File: src/rtl/cla_pkg.sv
`default_nettype none
// ============================================================================
//  Module      : cla_pkg
//  Description : Shared types and constants for the nibble-serial CLA adder.
//                state_t : FSM encoding (IDLE / RUN / DONE)
//                NIB_W   : native width of the carry-lookahead slice
//  Revision    : 1.0 - initial release
// ============================================================================
package cla_pkg;

    typedef enum logic [1:0] {
        IDLE = 2'd0,
        RUN  = 2'd1,
        DONE = 2'd2
    } state_t;

    localparam int NIB_W = 4;

endpackage : cla_pkg
`default_nettype wire

File: src/rtl/cla_serial_adder_cla.sv
`default_nettype none
// ============================================================================
//  Module      : CarryLookAheadAdder
//  Description : Purely combinational 4-bit carry-lookahead adder.
//                A, B  : 4-bit addends
//                Cin   : carry into bit 0
//                S     : 4-bit sum
//                Cout  : carry out of bit 3
//  Revision    : 1.0 - initial release
// ============================================================================
module CarryLookAheadAdder (
    input  logic [3:0] A,
    input  logic [3:0] B,
    input  logic       Cin,
    output logic [3:0] S,
    output logic       Cout
);

    logic [3:0] w_p;
    logic [3:0] w_g;
    logic [4:0] w_c;

    assign w_p = A ^ B;
    assign w_g = A & B;

    // Every carry is expanded directly from generate/propagate terms so no
    // carry ripples through another.
    assign w_c[0] = Cin;
    assign w_c[1] = w_g[0] | (w_p[0] & Cin);
    assign w_c[2] = w_g[1] | (w_p[1] & w_g[0]) | (w_p[1] & w_p[0] & Cin);
    assign w_c[3] = w_g[2] | (w_p[2] & w_g[1]) | (w_p[2] & w_p[1] & w_g[0])
                  | (w_p[2] & w_p[1] & w_p[0] & Cin);
    assign w_c[4] = w_g[3] | (w_p[3] & w_g[2]) | (w_p[3] & w_p[2] & w_g[1])
                  | (w_p[3] & w_p[2] & w_p[1] & w_g[0])
                  | (w_p[3] & w_p[2] & w_p[1] & w_p[0] & Cin);

    assign S    = w_p ^ w_c[3:0];
    assign Cout = w_c[4];

endmodule : CarryLookAheadAdder
`default_nettype wire

File: src/rtl/cla_serial_adder.sv
`default_nettype none
// ============================================================================
//  Module      : cla_serial_adder
//  Description : WIDTH-bit adder computed one nibble per clock through a
//                single shared 4-bit carry-lookahead slice, LS nibble first.
//                clk, rst_n      : clock, synchronous active-low reset
//                in_valid/ready  : operand handshake (A, B, Cin)
//                out_valid/ready : result handshake (S, Cout, Ovf)
//                {Cout,S} = A + B + Cin ; Ovf = two's-complement overflow
//  Revision    : 1.0 - initial release
// ============================================================================
module cla_serial_adder
    import cla_pkg::*;
#(
    parameter int WIDTH = 16
) (
    input  logic             clk,
    input  logic             rst_n,
    input  logic             in_valid,
    output logic             in_ready,
    input  logic [WIDTH-1:0] A,
    input  logic [WIDTH-1:0] B,
    input  logic             Cin,
    output logic             out_valid,
    input  logic             out_ready,
    output logic [WIDTH-1:0] S,
    output logic             Cout,
    output logic             Ovf
);

    localparam int NIB   = WIDTH / NIB_W;
    localparam int IDX_W = (NIB > 1) ? $clog2(NIB) : 1;
    localparam logic [IDX_W-1:0] c_last_idx = IDX_W'(NIB - 1);

    state_t           r_state;
    state_t           w_state_nxt;
    logic [WIDTH-1:0] r_a;
    logic [WIDTH-1:0] r_b;
    logic [IDX_W-1:0] r_idx;
    logic             r_carry;
    logic [WIDTH-1:0] r_s;
    logic             r_cout;
    logic             r_ovf;

    logic             w_accept;
    logic             w_run;
    logic             w_last;
    logic [NIB_W-1:0] w_a_nibs [NIB];
    logic [NIB_W-1:0] w_b_nibs [NIB];
    logic [NIB_W-1:0] w_a_nib;
    logic [NIB_W-1:0] w_b_nib;
    logic [NIB_W-1:0] w_cla_s;
    logic             w_cla_cout;

    // ------------------------------------------------------------------
    // Nibble selection for the shared CLA slice
    // ------------------------------------------------------------------
    for (genvar n = 0; n < NIB; n++) begin : g_nib
        assign w_a_nibs[n] = r_a[n*NIB_W +: NIB_W];
        assign w_b_nibs[n] = r_b[n*NIB_W +: NIB_W];
    end

    assign w_a_nib = w_a_nibs[r_idx];
    assign w_b_nib = w_b_nibs[r_idx];

    CarryLookAheadAdder u_cla (
        .A    (w_a_nib),
        .B    (w_b_nib),
        .Cin  (r_carry),
        .S    (w_cla_s),
        .Cout (w_cla_cout)
    );

    // ------------------------------------------------------------------
    // FSM
    // ------------------------------------------------------------------
    assign w_accept = (r_state == IDLE) && in_valid;
    assign w_run    = (r_state == RUN);
    assign w_last   = (r_idx == c_last_idx);

    always_ff @(posedge clk) begin
        if (!rst_n) begin
            r_state <= IDLE;
        end else begin
            r_state <= w_state_nxt;
        end
    end

    always_comb begin
        w_state_nxt = r_state;
        case (r_state)
            IDLE:    if (in_valid)  w_state_nxt = RUN;
            RUN:     if (w_last)    w_state_nxt = DONE;
            DONE:    if (out_ready) w_state_nxt = IDLE;
            default:                w_state_nxt = IDLE;
        endcase
    end

    // ------------------------------------------------------------------
    // Operand capture; contents are only consumed after an accept, so no
    // reset is needed here.
    // ------------------------------------------------------------------
    always_ff @(posedge clk) begin
        if (w_accept) begin
            r_a <= A;
            r_b <= B;
        end
    end

    // ------------------------------------------------------------------
    // Nibble datapath: carry chain, index and sum write-back
    // ------------------------------------------------------------------
    always_ff @(posedge clk) begin
        if (!rst_n) begin
            r_idx   <= '0;
            r_carry <= 1'b0;
            r_s     <= '0;
            r_cout  <= 1'b0;
            r_ovf   <= 1'b0;
        end else if (w_accept) begin
            r_idx   <= '0;
            r_carry <= Cin;
            r_s     <= '0;
        end else if (w_run) begin
            for (int n = 0; n < NIB; n++) begin
                if (r_idx == IDX_W'(n)) begin
                    r_s[n*NIB_W +: NIB_W] <= w_cla_s;
                end
            end
            r_carry <= w_cla_cout;
            if (w_last) begin
                // Index parks at 0 so it never exceeds NIB-1.
                r_idx  <= '0;
                r_cout <= w_cla_cout;
                // The top sum bit is produced by this final slice.
                r_ovf  <= (r_a[WIDTH-1] == r_b[WIDTH-1]) &&
                          (w_cla_s[NIB_W-1] != r_a[WIDTH-1]);
            end else begin
                r_idx <= r_idx + 1'b1;
            end
        end
    end

    assign in_ready  = (r_state == IDLE);
    assign out_valid = (r_state == DONE);
    assign S         = r_s;
    assign Cout      = r_cout;
    assign Ovf       = r_ovf;

endmodule : cla_serial_adder
`default_nettype wire

File: config.mk
export PLATFORM = sky130hd
export DESIGN_NAME = cla_serial_adder
export DESIGN_NICKNAME = d
export VERILOG_FILES = /design/src/rtl/cla_pkg.sv /design/src/rtl/cla_serial_adder_cla.sv /design/src/rtl/cla_serial_adder.sv
export SDC_FILE = /design/constraint.sdc
export NUM_CORES = 1
export LEC_CHECK = 0
export BUFFER_PORTS_ARGS = -buffer_cell sky130_fd_sc_hd__buf_2
export CAP_MARGIN = 20
export CORE_ASPECT_RATIO = 1.5
export CORE_MARGIN = 1.5
export CORE_UTILIZATION = 40
export CTS_BUF_LIST = sky130_fd_sc_hd__clkbuf_8 sky130_fd_sc_hd__clkbuf_16
export DETAILED_ROUTE_END_ITERATION = 16
export GPL_TIMING_DRIVEN = 0
export SYNTH_ARGS = -nofsm -noshare
export SYNTH_HDL_FRONTEND = slang
export SYNTH_HIERARCHICAL = 1
export SYNTH_SLANG_ARGS = --single-unit
File: constraint.sdc
create_clock -name clk -period 4.65 [get_ports clk]
set_input_delay 1.395 -clock clk [delete_from_list [all_inputs] [get_ports clk]]
set_output_delay 1.395 -clock clk [all_outputs]
set_load 0.01 [all_outputs]
# Yosys cells after proc, flatten, opt, wreduce, memory -nomap -nowiden

Cells that the tools add are included.

Add/sub/neg operators: 1
Multipliers: 0
Divide/modulo/power cells: 0
$lt $le $gt $ge: 1
Eq/ne operators: 10
Shift operators: 0
Multiplexer cells: 13
Bitwise gates (word level): 32
Reduce and logical (&&, ||, !) cells: 12

Operators by type and width:

| kind                                                     | number |
|---|---|
| bitwise AND 1 bit                                        | 16 |
| binary-select mux 4 bit (select 2 bit)                   | 2 |
| 2-to-1 mux 4 bit                                         | 4 |
| OR 1 bit                                                 | 10 |
| 2-to-1 mux 2 bit                                         | 4 |
| AND reduction 2 bit                                      | 4 |
| XOR 4 bit                                                | 2 |
| == test 2 bit, second input constant                     | 3 |
| case mux 2 bit (3 select lines)                          | 1 |
| AND reduction 3 bit                                      | 2 |
| bitwise AND 4 bit                                        | 1 |
| == test 2 x 1 -> 1 bit, second input constant            | 2 |
| logical NOT 2 bit                                        | 2 |
| != test 2 x 1 -> 1 bit, second input constant            | 2 |
| greater-or-equal comparator 3 bit, second input constant | 1 |
| NOT 2 -> 3 bit                                           | 1 |
| adder 2 x 1 -> 2 bit, second input constant              | 1 |
| logical AND 1 bit                                        | 2 |
| 2-to-1 mux 1 bit                                         | 2 |
| != test 2 bit, second input constant                     | 1 |
| NOT 1 bit                                                | 2 |
| nonzero test 2 bit                                       | 1 |
| OR reduction 2 bit                                       | 1 |
| == test 1 bit                                            | 1 |
| != test 1 bit                                            | 1 |

Register bits after elaboration: 55
Bits in latches: 0
Memory bits (writable): 0
Memory bits (read-only): 0
Bits of input ports: 37
Output and inout port bits: 20
Logic and storage cells: 80
Memories kept: 0

# Depth between registers and ports, before layout

Word-level depth: 12
Mapped depth: 8
Depth with buffers taken out: 7

# Modules after synthesis

The synthesis kept the hierarchy.

By module, submodules not included:

| module              | instances | cells each | area each (um^2) | sequential area each (um^2) |
|---|---|---|---|---|
| cla_serial_adder    | 1         | 134        | 2127.0           | 1421.4 |
| CarryLookAheadAdder | 1         | 17         | 147.6            | 0.0 |

# Worst setup path after synthesis

OpenSTA, ideal clock, no wires.

Path type: input port to flip-flop
Start: in in_valid
End: reg r_a[0] (enable)
Setup time: 0.387 ns
Arrival time: 2.444 ns
Data required time: 4.263 ns
Setup slack: 1.819 ns
Stages on the path: 2
Path buffers: 0
Cells stage by stage: or3b_4 > inv_1

Longest elaborated chain between the ends: 1

RTL lines:

| item                   | RTL line                | source |
|---|---|---|
| start: declaration     | cla_serial_adder.sv:19  | `input logic in_valid,` |
| logical AND 1 bit      | cla_serial_adder.sv:77  | `assign w_accept = (r_state == IDLE) && in_valid;` |
| named net w_accept     | cla_serial_adder.sv:45  | `logic w_accept;` |
| end signal: assignment | cla_serial_adder.sv:105 | `r_a <= A;` |
| end: declaration       | cla_serial_adder.sv:37  | `logic [WIDTH-1:0] r_a;` |

The timed path passes the listed nets, and every way through them passes these cells.
A chain may end at the register's enable or synchronous reset.

# Worst setup path in the final report

Start: reg r_idx[0]
End: reg r_ovf (netlist: Ovf)

Elaborated cells on any way between the ends: 22
Classes of those cells: 2 x eq/ne; 6 x mux; 12 x bitwise; 2 x reduce/logical

RTL lines:

| item                                                    | RTL line                                               | source |
|---|---|---|
| start: declaration                                      | cla_serial_adder.sv:39                                 | `logic [IDX_W-1:0] r_idx;` |
| start signal: assignment                                | cla_serial_adder.sv:139                                | `r_idx <= r_idx + 1'b1;` |
| NOT 2 -> 3 bit (not written as such) (*)                | cla_serial_adder.sv:63                                 | `assign w_a_nib = w_a_nibs[r_idx];` |
| binary-select mux 4 bit (select 2 bit) (*)              | cla_serial_adder.sv:63                                 |  |
| 2-to-1 mux 4 bit (not written as such) (*) (2 in a row) | cla_serial_adder.sv:63                                 |  |
| named net w_a_nib[0]                                    | cla_serial_adder.sv:50                                 | `logic [NIB_W-1:0] w_a_nib;` |
| bitwise AND 4 bit or XOR 4 bit (tied branches)          | cla_serial_adder_cla.sv:24, cla_serial_adder_cla.sv:23 |  |
| bitwise AND 1 bit, on equally long branches             | cla_serial_adder_cla.sv:31, cla_serial_adder_cla.sv:32 |  |
| OR 1 bit or bitwise AND 1 bit (tied branches)           | cla_serial_adder_cla.sv:31, cla_serial_adder_cla.sv:32 |  |
| OR 1 bit (*)                                            | cla_serial_adder_cla.sv:32                             | `\| (w_p[2] & w_p[1] & w_p[0] & Cin);` |
| XOR 4 bit (*)                                           | cla_serial_adder_cla.sv:37                             | `assign S = w_p ^ w_c[3:0];` |
| named net w_cla_s[3]                                    | cla_serial_adder.sv:52                                 | `logic [NIB_W-1:0] w_cla_s;` |
| != test 1 bit (*)                                       | cla_serial_adder.sv:137                                | `(w_cla_s[NIB_W-1] != r_a[WIDTH-1]);` |
| logical AND 1 bit (*)                                   | cla_serial_adder.sv:136                                | `r_ovf <= (r_a[WIDTH-1] == r_b[WIDTH-1]) &&` |
| end signal: assignment                                  | cla_serial_adder.sv:136                                |  |
| end: declaration                                        | cla_serial_adder.sv:43                                 | `logic r_ovf;` |

Mark *: on every way through the listed nets, which the timed path passes. The rest lies on a longest branch. The select of a mux whose other input is x is not followed.

==> metrics.json <==
{
  "critical_path": {
    "critPathBufInv": 1,
    "criticalPathCategory": "flop to flop",
    "critPathSlowestCell": "sky130_fd_sc_hd__mux4_2",
    "cell_by_cell_listing_of_the_critical_path": "buf_2 > mux4_2 > ha_1 > a21o_1 > a31o_1 > xor2_1 > and3b_1 > o311a_1",
    "start_of_the_worst_register_to_register_path": "r_idx[0]$_SDFFE_PP0N_",
    "worstSetupStartpointType": "flop",
    "critical_path.max_stage_delay_ns": 0.58,
    "critPathArrivalTime_ns": 3.33,
    "critical_path_peak_fanout": 10,
    "timing.reg2reg.setup_slack_ns": 1.51,
    "reg2reg_to": "Ovf$_SDFFE_PN0P_",
    "required_ns": 4.84,
    "category_of_the_worst_setup_path_capture_point": "flop",
    "critical-path-top-delay-family": "compound AO/OA/AOI/OAI gates",
    "worst_r2r_path_depth": 8
  },
  "power": {
    "ir_drop_v": 0.000233,
    "fraction_of_power_spent_switching_nets": 0.233,
    "net-switching-power_uw": 213,
    "pwr_density_cell_nw_per_um2": 332,
    "pwr-share-seq": 0.598,
    "report.power.total_uw": 915,
    "p_int_uw": 702,
    "power.clock.fraction": 0.261,
    "pwr-share-comb": 0.141,
    "leakage_nw": 1.26
  },
  "layout": {
    "nets": 261,
    "area_growth_syn_to_layout_pct": 21.0,
    "proportion_of_layout_cells_with_a_drive_suffix_above_1": 0.361,
    "n_antenna_cell": 0,
    "post-route-cell-area_um2": 2750
  },
  "cts": {
    "clkSinkCount": 55,
    "cts_tree": "yes",
    "cts_post_setup_buffers_inserted": 0,
    "numCtsBuffers": 5,
    "post_cts_hold_buffer_count": 0,
    "clkSlewWorstSetupHoldPaths_ns": 0.09,
    "deepest_clock_path_buffer_count": 2,
    "clock_h_tree_levels": 2,
    "cts_repair_resize_count": 0,
    "ctsRootBufferMaster": "sky130_fd_sc_hd__clkbuf_8",
    "clk-insertion-delay-late_ns": 0.29
  },
  "global_routing": {
    "grt_use_total": 0.135,
    "global_route.overflow_total": 0,
    "grt_max_degree": 33,
    "first_pass_grt_wire_length_mm": 6.16,
    "grt_pass1_vias": 1347,
    "grt_antenna_before_repair": 0
  },
  "route": {
    "detailedRoute.firstIterationViolations": 23,
    "route.detailed.wl_per_inst_um": 13.5,
    "antenna_violating_nets_post_route": 0,
    "remaining_drc_errors": 0,
    "via_per_inst": 4.83,
    "wl_mm": 3.85,
    "dr_total_vias": 1380,
    "detailedRoute.firstPassIterationCount": 4
  },
  "timing": {
    "setup-violations-final": 0,
    "period_utilization": 0.676,
    "setup_tns_ns": 0,
    "rsz0062_at_grt": "no",
    "timing.clock.skew_ns": 0.00316,
    "holdWs_ns": 0.502,
    "finalHoldViolations": 0,
    "max_freq_ghz": 0.318,
    "tightest_slew_ns": 0.496,
    "max-slew-margin-rel": 0.668,
    "timing.final.max_slew_violations": 0,
    "final_period_minus_worst_setup_slack_ns": 3.14,
    "timing.final.ws_setup_ns": 1.51
  },
  "worst_hold_path": {
    "min_from": "S[2]$_SDFFE_PP0P_",
    "min_path_type": "flop to flop",
    "holdPathEnd": "S[2]$_SDFFE_PP0P_",
    "worst_hold_path.num_cells": 2
  },
  "floorplan": {
    "die_w_um": 64.6,
    "std_cell_rows": 33,
    "io_pins": 57,
    "core-area_um2": 5490,
    "total_die_area_um2": 6160,
    "floorplan.initialDensity": 0.414,
    "die_y_um": 95.4
  },
  "synth": {
    "post-synth-top-area-cell": "sky130_fd_sc_hd__edfxtp_1",
    "synth_fp_nets": 197,
    "syn_area_um2": 2270,
    "synthDominantCellAreaShare": 0.422,
    "ys_types": 27,
    "synth_top_cells_by_area": "sky130_fd_sc_hd__edfxtp_1 (42%), sky130_fd_sc_hd__dfxtp_1 (20%), sky130_fd_sc_hd__mux2i_1 (9.2%), sky130_fd_sc_hd__mux4_2 (7.9%), sky130_fd_sc_hd__ha_1 (4.4%)",
    "syn_inst": 151,
    "syn-mean-instance-area_um2": 15.1,
    "ys_ff_latch": 55,
    "share_of_synthesized_area_occupied_by_flip_flops_and_latches": 0.625,
    "synth-warning-count": 6
  },
  "place": {
    "gpl.final_weighted_congestion": 0.724,
    "io_buffers": 56,
    "sum_of_net_half_perimeters_after_detailed_placement_mm": 3.04,
    "dpl_cell_area_um2": 2640,
    "place_worst_setup_slack_ns": 1.47
  },
  "job": {
    "drv.max_cap_violation_count": 0
  },
  "run_status": {
    "result_of_the_run": "finished, final reports clean"
  }
}
==> worst max path at each step <==
stage,start,slack [ns],cells after the start,end
global placement,r_idx[0]$_SDFFE_PP0N_,1.52,8,Ovf$_SDFFE_PN0P_
detailed placement,in_valid,1.47,3,r_b[8]$_DFFE_PP_
finish,r_idx[0]$_SDFFE_PP0N_,1.51,8,Ovf$_SDFFE_PN0P_
global route,r_idx[0]$_SDFFE_PP0N_,1.34,8,Ovf$_SDFFE_PN0P_
floorplan,in_valid,1.82,2,r_a[0]$_DFFE_PP_
CTS,r_idx[0]$_SDFFE_PP0N_,1.46,8,Ovf$_SDFFE_PN0P_
==> worst register-to-register path: cells and delay by family, from the launching register on <==
kind | cells | cell delay (ns)
AO/OA/AOI/OAI | 3 | 0.75
multiplexers | 1 | 0.58
flip-flops | 1 | 0.42
XOR/XNOR | 1 | 0.42
buffers and inverters | 1 | 0.33
adder cells (fa/ha/maj) | 1 | 0.31
AND/OR/NAND/NOR | 1 | 0.24
==> routing by layer <==
metal	track usage	wire length, um	vias to the layer above
met5	0	0	-
met4	0.0532	58	0
met3	0.0319	177	5
met2	0.252	2150	43
met1	0.147	1470	654
li1	-	-	678
==> sequential cells by signal, summed over array words and instances, names as in the netlist <==
signal and flops:
Cout 1, r_state 2, r_idx 2, r_b 16, r_carry 1, S 16
Ovf 1, r_a 16
==> cell type report <==
class / count / area (um^2)
buffer: 4 / 36.3
clock buffer: 5 / 68.8
clock inverter: 3 / 12.5
fill: 505 / 2740
inverter: 8 / 30.0
multi-input combinational: 84 / 787
sequential: 55 / 1420
tap: 70 / 87.6
timing repair buffer: 57 / 308
==> per-stage QoR <==
step                      utilization  instances
final                           0.501        286
after global routing            0.501        286
after CTS                       0.496        285
after detailed placement        0.481        277
after global placement          0.481        277
after floorplan                     -        151
==> placed cells by master, fill, tap and decap left out, types with 2 or more instances in the layout <==
cell type,n
sky130_fd_sc_hd__buf_2,58
sky130_fd_sc_hd__ha_1,8
sky130_fd_sc_hd__dfxtp_1,23
sky130_fd_sc_hd__mux2i_1,21
sky130_fd_sc_hd__nand3b_1,3
sky130_fd_sc_hd__nor2_1,20
sky130_fd_sc_hd__nand2b_1,3
sky130_fd_sc_hd__xnor2_1,2
sky130_fd_sc_hd__inv_1,10
sky130_fd_sc_hd__edfxtp_1,32
sky130_fd_sc_hd__nor3b_1,2
sky130_fd_sc_hd__a21oi_1,2
sky130_fd_sc_hd__clkbuf_8,5
sky130_fd_sc_hd__mux4_2,8
sky130_fd_sc_hd__nor2b_1,2
sky130_fd_sc_hd__a21o_1,3
==> synth_stat cells (all sizes together) <==
library cell,count
nand3b,4
nand2b,3
nor3b,2
xor2,1
buf,4
mux2i,21
a21o,3
nor2,20
ha,8
nor2b,2
dfxtp,23
a21boi,1
nand2,1
o21ai,1
fa,1
and3b,1
mux4,8
xnor2,2
o311a,1
edfxtp,32
a31o,1
or3b,1
a21oi,2
inv,8
==> cells by family (layout without fill, tap and decap cells) <==
family / Yosys count / count (layout) / share of synthesized area
and+or+nand+nor: 34 / 34 / 0.0820
buffers and inverters: 12 / 77 / 0.0292
DFF: 55 / 55 / 0.625
xor gates and xnor gates: 3 / 3 / 0.0116
adders and majority gates: 9 / 9 / 0.0528
AOI/OAI and AO/OA: 9 / 9 / 0.0281
muxes: 29 / 29 / 0.172
==> power groups by stage <==
stage / Combinational [mW] / Sequential [mW] / Clock [mW]
floorplan: 0.0850 / 0.558 / 0
global placement: 0.122 / 0.558 / 0
detailed placement: 0.127 / 0.560 / 0
CTS: 0.128 / 0.548 / 0.250
global route: 0.143 / 0.550 / 0.272
finish: 0.129 / 0.547 / 0.238
Power figures use the tool's default switching activity.
